## src/rtl/mem_access_unit_pkg.sv

```systemverilog
// Shared types and helpers for the memory access unit: op encoding, word/byte types, and request formatting.
package Mem;

  typedef enum logic [2:0] {LB, LH, LW, LBU, LHU, SB, SH, SW} op_t;
  typedef logic [29:0] waddr_t;
  typedef logic [31:0] w_t;

  typedef struct packed {
    waddr_t     addr;
    logic       we;
    logic [3:0] mask;
    w_t         wdata;
  } req_t;

  function automatic logic is_store(op_t op);
    return (op == SB) || (op == SH) || (op == SW);
  endfunction

  function automatic logic [3:0] access_mask(op_t op, logic [1:0] off);
    case (op)
      LB, LBU, SB: return 4'b0001 << off;
      LH, LHU, SH: return 4'b0011 << off;
      default:     return 4'b1111;
    endcase
  endfunction

  function automatic logic is_misaligned(op_t op, logic [1:0] off);
    case (op)
      LH, LHU, SH: return off[0];
      LW, SW:      return off != 2'b00;
      default:     return 1'b0;
    endcase
  endfunction

  // Replicate store data across lanes so the mask alone selects the bytes written.
  function automatic w_t store_data(op_t op, w_t wdata);
    case (op)
      SB:      return {4{wdata[7:0]}};
      SH:      return {2{wdata[15:0]}};
      SW:      return wdata;
      default: return '0;
    endcase
  endfunction

endpackage

```

## src/rtl/l1dcache_core_if.sv

```systemverilog
// Word-addressed, byte-masked request/ack channel between a core-side client and the store queue.
interface l1dcache_core_if;
  logic        req_valid;
  logic [29:0] req_addr;
  logic        req_we;
  logic [3:0]  req_mask;
  logic [31:0] req_wdata;
  logic        resp_ack;
  logic [31:0] resp_data;

  modport Client (
    output req_valid, req_addr, req_we, req_mask, req_wdata,
    input  resp_ack, resp_data
  );

  modport Server (
    input  req_valid, req_addr, req_we, req_mask, req_wdata,
    output resp_ack, resp_data
  );
endinterface

```

## src/rtl/mem_access_unit_load_align.sv

```systemverilog
// Combinational load formatter: picks the byte/half addressed by the held offset and extends it.
module mem_load_align
  import Mem::*;
(
  input  w_t         i_resp_data,
  input  op_t        i_op,
  input  logic [1:0] i_off,
  output w_t         o_data
);

  logic [7:0]  w_byte;
  logic [15:0] w_half;

  assign w_byte = i_resp_data[{i_off, 3'b000} +: 8];
  assign w_half = i_off[1] ? i_resp_data[31:16] : i_resp_data[15:0];

  always_comb begin
    o_data = i_resp_data;
    case (i_op)
      LB:      o_data = {{24{w_byte[7]}}, w_byte};
      LBU:     o_data = {24'h0, w_byte};
      LH:      o_data = {{16{w_half[15]}}, w_half};
      LHU:     o_data = {16'h0, w_half};
      default: o_data = i_resp_data;
    endcase
  end

endmodule

```

## src/rtl/mem_access_unit.sv

```systemverilog
// Aligns execute-stage load/store ops into masked word requests, reissuing until acked.
// Loads complete with formatted writeback data; misaligned ops report an exception next cycle.
module mem_access_unit
  import Mem::*;
#(
  parameter int CNT_W = 16
) (
  input  logic               clk,
  input  logic               rst,
  input  logic               ex_valid,
  output logic               ex_ready,
  input  op_t                ex_op,
  input  logic [31:0]        ex_addr,
  input  logic [31:0]        ex_wdata,
  input  logic [4:0]         ex_rd,
  output logic               wb_valid,
  output logic [4:0]         wb_rd,
  output logic [31:0]        wb_data,
  output logic               st_done,
  output logic               exc_valid,
  output logic               exc_store,
  output logic [31:0]        exc_addr,
  output logic [CNT_W-1:0]   retry_cnt,
  l1dcache_core_if.Client    dmem
);

  typedef enum logic {IDLE, PEND} state_t;

  state_t            r_state, w_state_nxt;
  op_t               r_op;
  logic [1:0]        r_off;
  logic [4:0]        r_rd;
  req_t              r_req;
  req_t              w_new_req;
  req_t              w_drv_req;
  logic [CNT_W-1:0]  r_retry_cnt;
  logic              r_exc_valid;
  logic              r_exc_store;
  logic [31:0]       r_exc_addr;
  logic              w_ack, w_accept, w_mis, w_issue, w_reissue, w_drv_vld;
  w_t                w_load_data;

  // Ack only means something while a request is outstanding.
  assign w_ack     = (r_state == PEND) && dmem.resp_ack;
  assign ex_ready  = (r_state == IDLE) || w_ack;
  assign w_accept  = ex_valid && ex_ready;
  assign w_mis     = is_misaligned(ex_op, ex_addr[1:0]);
  assign w_issue   = w_accept && !w_mis;
  assign w_reissue = (r_state == PEND) && !dmem.resp_ack;

  assign w_new_req.addr  = ex_addr[31:2];
  assign w_new_req.we    = is_store(ex_op);
  assign w_new_req.mask  = access_mask(ex_op, ex_addr[1:0]);
  assign w_new_req.wdata = store_data(ex_op, ex_wdata);

  always_comb begin
    w_state_nxt = IDLE;
    w_drv_vld   = 1'b0;
    w_drv_req   = '0;
    if (w_issue) begin
      w_state_nxt = PEND;
      w_drv_vld   = 1'b1;
      w_drv_req   = w_new_req;
    end else if (w_reissue) begin
      w_state_nxt = PEND;
      w_drv_vld   = 1'b1;
      w_drv_req   = r_req;
    end
  end

  assign dmem.req_valid = w_drv_vld;
  assign dmem.req_addr  = w_drv_req.addr;
  assign dmem.req_we    = w_drv_req.we;
  assign dmem.req_mask  = w_drv_req.mask;
  assign dmem.req_wdata = w_drv_req.wdata;

  always_ff @(posedge clk) begin
    if (rst) begin
      r_state     <= IDLE;
      r_op        <= LB;
      r_off       <= '0;
      r_rd        <= '0;
      r_req       <= '0;
      r_retry_cnt <= '0;
      r_exc_valid <= 1'b0;
      r_exc_store <= 1'b0;
      r_exc_addr  <= '0;
    end else begin
      r_state     <= w_state_nxt;
      r_exc_valid <= w_accept && w_mis;
      if (w_issue) begin
        r_op  <= ex_op;
        r_off <= ex_addr[1:0];
        r_rd  <= ex_rd;
        r_req <= w_new_req;
      end
      if (w_reissue && (r_retry_cnt != '1))
        r_retry_cnt <= r_retry_cnt + 1'b1;
      if (w_accept && w_mis) begin
        r_exc_store <= is_store(ex_op);
        r_exc_addr  <= ex_addr;
      end
    end
  end

  mem_load_align u_load_align (
    .i_resp_data (dmem.resp_data),
    .i_op        (r_op),
    .i_off       (r_off),
    .o_data      (w_load_data)
  );

  assign wb_valid  = w_ack && !is_store(r_op);
  assign st_done   = w_ack && is_store(r_op);
  assign wb_rd     = wb_valid ? r_rd : 5'd0;
  assign wb_data   = wb_valid ? w_load_data : 32'd0;
  assign exc_valid = r_exc_valid;
  assign exc_store = r_exc_store;
  assign exc_addr  = r_exc_addr;
  assign retry_cnt = r_retry_cnt;

endmodule

```

## src/flat_wrapper.sv

```systemverilog
// flat-port wrapper written by rule: the top's interface ports become plain ports
module mem_access_unit_flat import Mem::*;
#(
  parameter int CNT_W = 16
)
  (clk, rst, ex_valid, ex_ready, ex_op, ex_addr, ex_wdata, ex_rd, wb_valid, wb_rd, wb_data, st_done, exc_valid, exc_store, exc_addr, retry_cnt, dmem_req_valid, dmem_req_addr, dmem_req_we, dmem_req_mask, dmem_req_wdata, dmem_resp_ack, dmem_resp_data);
  l1dcache_core_if dmem_i ();
  input  logic clk;
  input  logic rst;
  input  logic ex_valid;
  output logic ex_ready;
  input  op_t ex_op;
  input  logic [31:0] ex_addr;
  input  logic [31:0] ex_wdata;
  input  logic [4:0] ex_rd;
  output logic wb_valid;
  output logic [4:0] wb_rd;
  output logic [31:0] wb_data;
  output logic st_done;
  output logic exc_valid;
  output logic exc_store;
  output logic [31:0] exc_addr;
  output logic [CNT_W-1:0] retry_cnt;
  output wire logic [$bits(dmem_i.req_valid)-1:0] dmem_req_valid;
  output wire logic [$bits(dmem_i.req_addr)-1:0] dmem_req_addr;
  output wire logic [$bits(dmem_i.req_we)-1:0] dmem_req_we;
  output wire logic [$bits(dmem_i.req_mask)-1:0] dmem_req_mask;
  output wire logic [$bits(dmem_i.req_wdata)-1:0] dmem_req_wdata;
  input wire logic [$bits(dmem_i.resp_ack)-1:0] dmem_resp_ack;
  input wire logic [$bits(dmem_i.resp_data)-1:0] dmem_resp_data;
  assign dmem_req_valid = dmem_i.req_valid;
  assign dmem_req_addr = dmem_i.req_addr;
  assign dmem_req_we = dmem_i.req_we;
  assign dmem_req_mask = dmem_i.req_mask;
  assign dmem_req_wdata = dmem_i.req_wdata;
  assign dmem_i.resp_ack = dmem_resp_ack;
  assign dmem_i.resp_data = dmem_resp_data;
  mem_access_unit #(.CNT_W(CNT_W)) u_core (.clk(clk), .rst(rst), .ex_valid(ex_valid), .ex_ready(ex_ready), .ex_op(ex_op), .ex_addr(ex_addr), .ex_wdata(ex_wdata), .ex_rd(ex_rd), .wb_valid(wb_valid), .wb_rd(wb_rd), .wb_data(wb_data), .st_done(st_done), .exc_valid(exc_valid), .exc_store(exc_store), .exc_addr(exc_addr), .retry_cnt(retry_cnt), .dmem(dmem_i));
endmodule
```

## config.mk

```make
export PLATFORM = sky130hd
export DESIGN_NAME = mem_access_unit_flat
export DESIGN_NICKNAME = d
export VERILOG_FILES = /design/src/rtl/mem_access_unit_pkg.sv /design/src/rtl/l1dcache_core_if.sv /design/src/rtl/mem_access_unit_load_align.sv /design/src/rtl/mem_access_unit.sv /design/src/flat_wrapper.sv
export SDC_FILE = /design/constraint.sdc
export NUM_CORES = 1
export LEC_CHECK = 0
export BUFFER_PORTS_ARGS = -buffer_cell sky130_fd_sc_hd__buf_2
export CORE_ASPECT_RATIO = 1.25
export CORE_MARGIN = 4
export CORE_UTILIZATION = 30
export DETAILED_ROUTE_END_ITERATION = 8
export GPL_ROUTABILITY_DRIVEN = 0
export SYNTH_ARGS = -nofsm -noshare
export SYNTH_HDL_FRONTEND = slang
export SYNTH_SLANG_ARGS = --single-unit
export TNS_END_PERCENT = 50
```

## constraint.sdc

```tcl
create_clock -name clk -period 2.3 [get_ports clk]
set_input_delay 0.115 -clock clk [delete_from_list [all_inputs] [get_ports clk]]
set_output_delay 0.115 -clock clk [all_outputs]
set_load 0.005 [all_outputs]
```

## Word-level counts from Yosys, hierarchy flattened

Cells that the tools add are included.

| storage, ports and cells | value |
|---|---|
| flip-flop bits (word level) | 128 |
| output and inout port bits | 158 |
| bits of input ports | 108 |

| operators by class | value |
|---|---|
| bitwise gates (word level) | 1 |
| shift-type cells | 3 |
| eq/ne operators | 14 |
| muxes and demuxes | 11 |
| add/subtract/negate cells | 1 |
| reductions and logical operators | 22 |

Operators by type and width:

| operator | number |
|---|---|
| $mux W67 | 2 |
| $pmux W32 S4 | 1 |
| $pmux W32 S3 | 1 |
| $mux W32 | 1 |
| $shiftx A32 B6 Y8 | 1 |
| $eq A3 B3 Y1 const B | 8 |
| $add A16 B1 Y16 const B | 1 |
| $mux W16 | 1 |
| $ne A16 B16 Y1 const B | 1 |
| $eq A3 B2 Y1 const B | 3 |
| $logic_and A1 B1 Y1 | 8 |
| $pmux W4 S2 | 1 |
| $eq A3 B1 Y1 const B | 2 |
| $logic_not A3 Y1 | 2 |
| $reduce_or A3 Y1 | 2 |
| $logic_or A1 B1 Y1 | 5 |
| $mux W5 | 1 |
| $shl A1 B2 Y4 const A | 1 |
| $shl A2 B2 Y4 const A | 1 |
| $logic_not A1 Y1 | 3 |
| $mux W1 | 2 |
| $pmux W1 S2 | 1 |
| $reduce_bool A2 Y1 | 1 |
| $reduce_or A2 Y1 | 1 |
| $not A1 Y1 | 1 |

## Logic depth before layout (Yosys ltp)

| depth | value |
|---|---|
| depth after elaboration | 6 |
| gate-level depth with buffers | 8 |

## Modules after synthesis

From an unflattened synthesis, not the netlist that was laid out.

| second synthesis, totals | value |
|---|---|
| cell total of the unflattened synthesis | 1,004 |
| area, all modules | 7,566.0 um^2 |

By module, submodules not included:

| module | cells each | area each (um^2) | instances |
|---|---|---|---|
| mem_access_unit | 903 | 6,852.8 | 1 |
| mem_load_align | 101 | 713.2 | 1 |

## Worst setup path after synthesis

No wires, ideal clock.

| timing | value |
|---|---|
| path type | reg-to-output |
| from | register u_core.r_off[1] |
| to | output port wb_data[21] |
| path buffers | 2 |
| cell stages (with the launch flop) | 7 |
| arrival time | 1,699 ps |
| slack | 486 ps |
| cells stage by stage | dfxtp_1 -> buf_2 -> mux4_2 -> a211o_1 -> nand3_2 -> buf_4 -> nor2_1 |

| between the ends | value |
|---|---|
| longest elaborated chain between the ends | 3 |

RTL lines:

| item | RTL line | source |
|---|---|---|
| from (decl) | mem_access_unit.sv:31 | `logic [1:0] r_off;` |
| from (signal assigned) | mem_access_unit.sv:93 | `r_off <= ex_addr[1:0];` |
| $shiftx A32 B6 Y8 or $mux W16 (tied branches) | mem_access_unit_load_align.sv:14, mem_access_unit_load_align.sv:15 |  |
| $pmux W32 S4 (*) | mem_access_unit_load_align.sv:19 | `case (i_op)` |
| $mux W32 (*) | mem_access_unit.sv:116 | `assign wb_data = wb_valid ? w_load_data : 32'd0;` |
| to (decl) | flat_wrapper.sv:18 | `output logic [31:0] wb_data;` |

Every way passes the cells marked *; elsewhere a longest branch is shown, timed or not.

## Worst setup path after layout

| timing | value |
|---|---|
| from | register u_core.r_state |
| to | output port dmem_req_addr[1] |

| between the ends | value |
|---|---|
| longest elaborated chain between the ends | 5 |

RTL lines:

| item | RTL line | source |
|---|---|---|
| from (decl) | mem_access_unit.sv:29 | `state_t r_state, w_state_nxt;` |
| from (signal assigned) | mem_access_unit.sv:89 | `r_state <= w_state_nxt;` |
| $logic_and A1 B1 Y1 or $not A1 Y1 (tied branches) | mem_access_unit.sv:44, mem_access_unit.sv:45 |  |
| $logic_or A1 B1 Y1 | mem_access_unit.sv:45 | `assign ex_ready = (r_state == IDLE) \|\| w_ack;` |
| $logic_and A1 B1 Y1 | mem_access_unit.sv:46 | `assign w_accept = ex_valid && ex_ready;` |
| $logic_and A1 B1 Y1 | mem_access_unit.sv:48 | `assign w_issue = w_accept && !w_mis;` |
| $mux W67 (*) | mem_access_unit.sv:60 | `if (w_issue) begin` |
| to (decl) | flat_wrapper.sv:25 | `output wire logic [$bits(dmem_i.req_addr)-1:0] dmem_req_addr;` |

Marks and branches as above.

==> results.sh <==
export IMPL_cts_setup_buffers=0
export IMPL_synth_edf_count=0
export IMPL_avgViaCountPerCell=5.38
export IMPL_worstMarginPinSlew_ps=666
export IMPL_ios=266
export IMPL_drt_pass1_iterations=5
export IMPL_grt_pass1_wl_um=43700
export IMPL_final_hold_viol_count=0
export IMPL_h_tree_depth=4
export IMPL_worst_r2r_cell_count=5
export IMPL_grtUsageTotal=0.203
export IMPL_clock_sinks=128
export IMPL_placed_area_um2=8810
export IMPL_fmax_ghz=0.442
export IMPL_design_area_um2=9830
export IMPL_rows=63
export IMPL_postSynthAreaPerCell_um2=7.50
export IMPL_slowest_stage="dfxtp_1"
export IMPL_p_per_area_nw_per_um2=649
export IMPL_yosys_warnings=0
export IMPL_drive_gt1_frac=0.300
export IMPL_syn2layout_area_growth_pct=36.7
export IMPL_r2r_setup_slack_ps=280
export IMPL_drt_initial_drc_count=536
export IMPL_relSlewSlack=0.555
export IMPL_synth_top_cells_by_count="164 x nand2_1, 128 x dfxtp_1, 113 x a21oi_1, 62 x o21ai_1, 59 x clkbuf_1"
export IMPL_cpPeakStageDelay_ps=400
export IMPL_syn_nets=1068
export IMPL_post_route_min_period_ps=2260
export IMPL_outcome="complete, no violations"
export IMPL_finalCritPeriodShare=0.984
export IMPL_cts_buffer_depth=2
export IMPL_rr_startpoint="u_core.retry_cnt[0]"
export IMPL_max_cap_violations=0
export IMPL_die_h_um=181
export IMPL_grt_overflow=0
export IMPL_drc_errors=0
export IMPL_cts_root_buf="clkbuf_16"
export IMPL_crit_path_end_kind="output port"
export IMPL_synth_area_leader_cell="dfxtp_1"
export IMPL_synthFlopType="dfxtp_1"
export IMPL_critPathKind="register to output port"
export IMPL_clk_pin_slew_ps=60
export IMPL_yosysMostFrequentCell="nand2_1"
export IMPL_crit_path_max_fanout=15
export IMPL_worst_endpoint_arrival_ps=2150
export IMPL_async_reset_ff_frac=0
export IMPL_route_vias_total=8237
export IMPL_ys_seq_elements=128
export IMPL_start_util=0.304
export IMPL_cts_tree="done"
export IMPL_slew_viol_final=0
export IMPL_insertion_delay_ps=430
export IMPL_fin_util=0.416
export IMPL_postRouteAntennaNets=0
export IMPL_setup_viol=0
export IMPL_synth_cell_type_count=68
export IMPL_ir_worst_vdd_uv=542
export IMPL_synth_cells=959
export IMPL_critical_path_startpoint="u_core.r_state"
export IMPL_r2r_end="u_core.retry_cnt[10]"
export IMPL_layout_setup_ws_ps=36.1
export IMPL_critPathCapture="dmem_req_addr[1]"
export IMPL_p_total_mw=6.38
export IMPL_pre_cts_slack_ps=334
export IMPL_hpwl_um=19200
export IMPL_ys_seq_area_frac=0.356
export IMPL_synth_area_leaders="dfxtp_1 36%, nand2_1 8.6%, a21oi_1 7.9%"
export IMPL_cts_buffers=17
export IMPL_critPathTopFamily="buffers and inverters"
export IMPL_crit_chain="nor2b_4 -> clkinv_2 -> o311ai_4 -> nor2_1 -> buf_4 -> a22o_1 -> buf_2"
export IMPL_rsz0062_at_grt="yes"
export IMPL_final_nets=1335
export IMPL_portBuffers=265
export IMPL_die_area_um2=26500
export IMPL_grt_pass1_vias=7847
export IMPL_antenna_found_initial=1
export IMPL_wl_per_cell_um=18.1
export IMPL_synth_top_cell_area_share=0.356
export IMPL_die_x_um=146
export IMPL_core_um2=23600
export IMPL_p_leak_nw=4.39
export IMPL_crit_required_ps=2180
export IMPL_finClkSkew_ps=5.94
export IMPL_drt_total_wl_um=27700
export IMPL_holdCritPathClass="primary input to register"
export IMPL_grt_max_degree=115
export IMPL_syn_area_um2=7190
export IMPL_cp_depth=7
export IMPL_start_kind="register"
export IMPL_critPathBufInv=3
placed cells by master (no fill, tap or decap), types with 11 or more instances in the layout:
cell,count
dfxtp_1,126
nor2_1,52
buf_2,264
o21ai_0,52
nor3_1,11
dlygate4sd3_1,37
nand2b_1,15
nor2b_1,11
mux2i_1,25
a21oi_1,112
buf_4,31
o21ai_1,61
nand2_1,164
nand3_1,38
o211ai_1,37
clkbuf_16,17
registers in the layout (all words and copies together), names as in the netlist:
name / flops
u_core.exc_valid: 1
u_core.r_state: 1
u_core.r_off: 2
u_core.exc_store: 1
u_core.retry_cnt: 16
u_core.exc_addr: 32
u_core.r_req: 67
u_core.r_rd: 5
u_core.r_op: 3
routing by layer:
metal / GRT usage / share of wire / up-vias
li1: - / - / 4014
met4: 0.0828 / 0.034 / 2
met3: 0.0477 / 0.061 / 64
met2: 0.344 / 0.49 / 306
met1: 0.247 / 0.41 / 3851
met5: 0 / 0.00047 / -
stage by stage:
step	hold WS, ps	instances	setup TNS [ps]
floorplan	263	959	0
global placement	381	1462	0
detailed placement	386	1462	0
CTS	1.71	1531	0
global route	16.3	1531	-2080
finish	19.0	1532	0
final cells by class:
cell class | instances | area (um2)
inverter | 12 | 46.3
multi-input combinational | 732 | 4260
antenna | 1 | 2.50
sequential | 128 | 2560
clock inverter | 9 | 130
timing repair buffer | 335 | 1980
tap | 292 | 365
fill | 2408 | 13800
clock buffer | 23 | 488
how the worst min path moves through the flow:
stage | from | to | slack, ps | cells past startpoint
after CTS | ex_wdata[0] | u_core.r_req[0] | 2 | 3
after global routing | ex_wdata[0] | u_core.r_req[0] | 20 | 3
after detailed placement | ex_addr[8] | u_core.exc_addr[8] | 390 | 3
after global placement | ex_addr[8] | u_core.exc_addr[8] | 380 | 3
final | ex_wdata[1] | u_core.r_req[1] | 20 | 3
after floorplan | ex_addr[10] | u_core.exc_addr[10] | 260 | 2
worst min-delay path, cell delays in order:
cell and delay (ps):
buf_2 140, nand2_1 80, a21oi_1 60
where the power goes:
group / total [mW] / internal (mW) / switching [mW]
Clock: 2.83 / 1.81 / 1.02
Sequential: 2.38 / 2.32 / 0.0595
Combinational: 1.17 / 0.461 / 0.713
Total: 6.38 / 4.60 / 1.79
kinds of logic after synthesis:
kind of cell	Yosys count	share of synthesized area
AO/OA/AOI/OAI	360	0.320
AND/OR/NAND/NOR	335	0.211
adder cells (fa/ha/maj)	1	0.00174
flip-flops	128	0.356
buffers and inverters	99	0.0581
XOR/XNOR	2	0.00244
multiplexers	34	0.0506
what timing repair did:
item,4_1_cts,5_1_grt
gates cloned,0,0
hold buffers,37,0
hold endpoints to repair,37,0
resized for setup,2,8
setup endpoints to repair,3,59
Note: power is estimated with default switching activity, not from simulation.
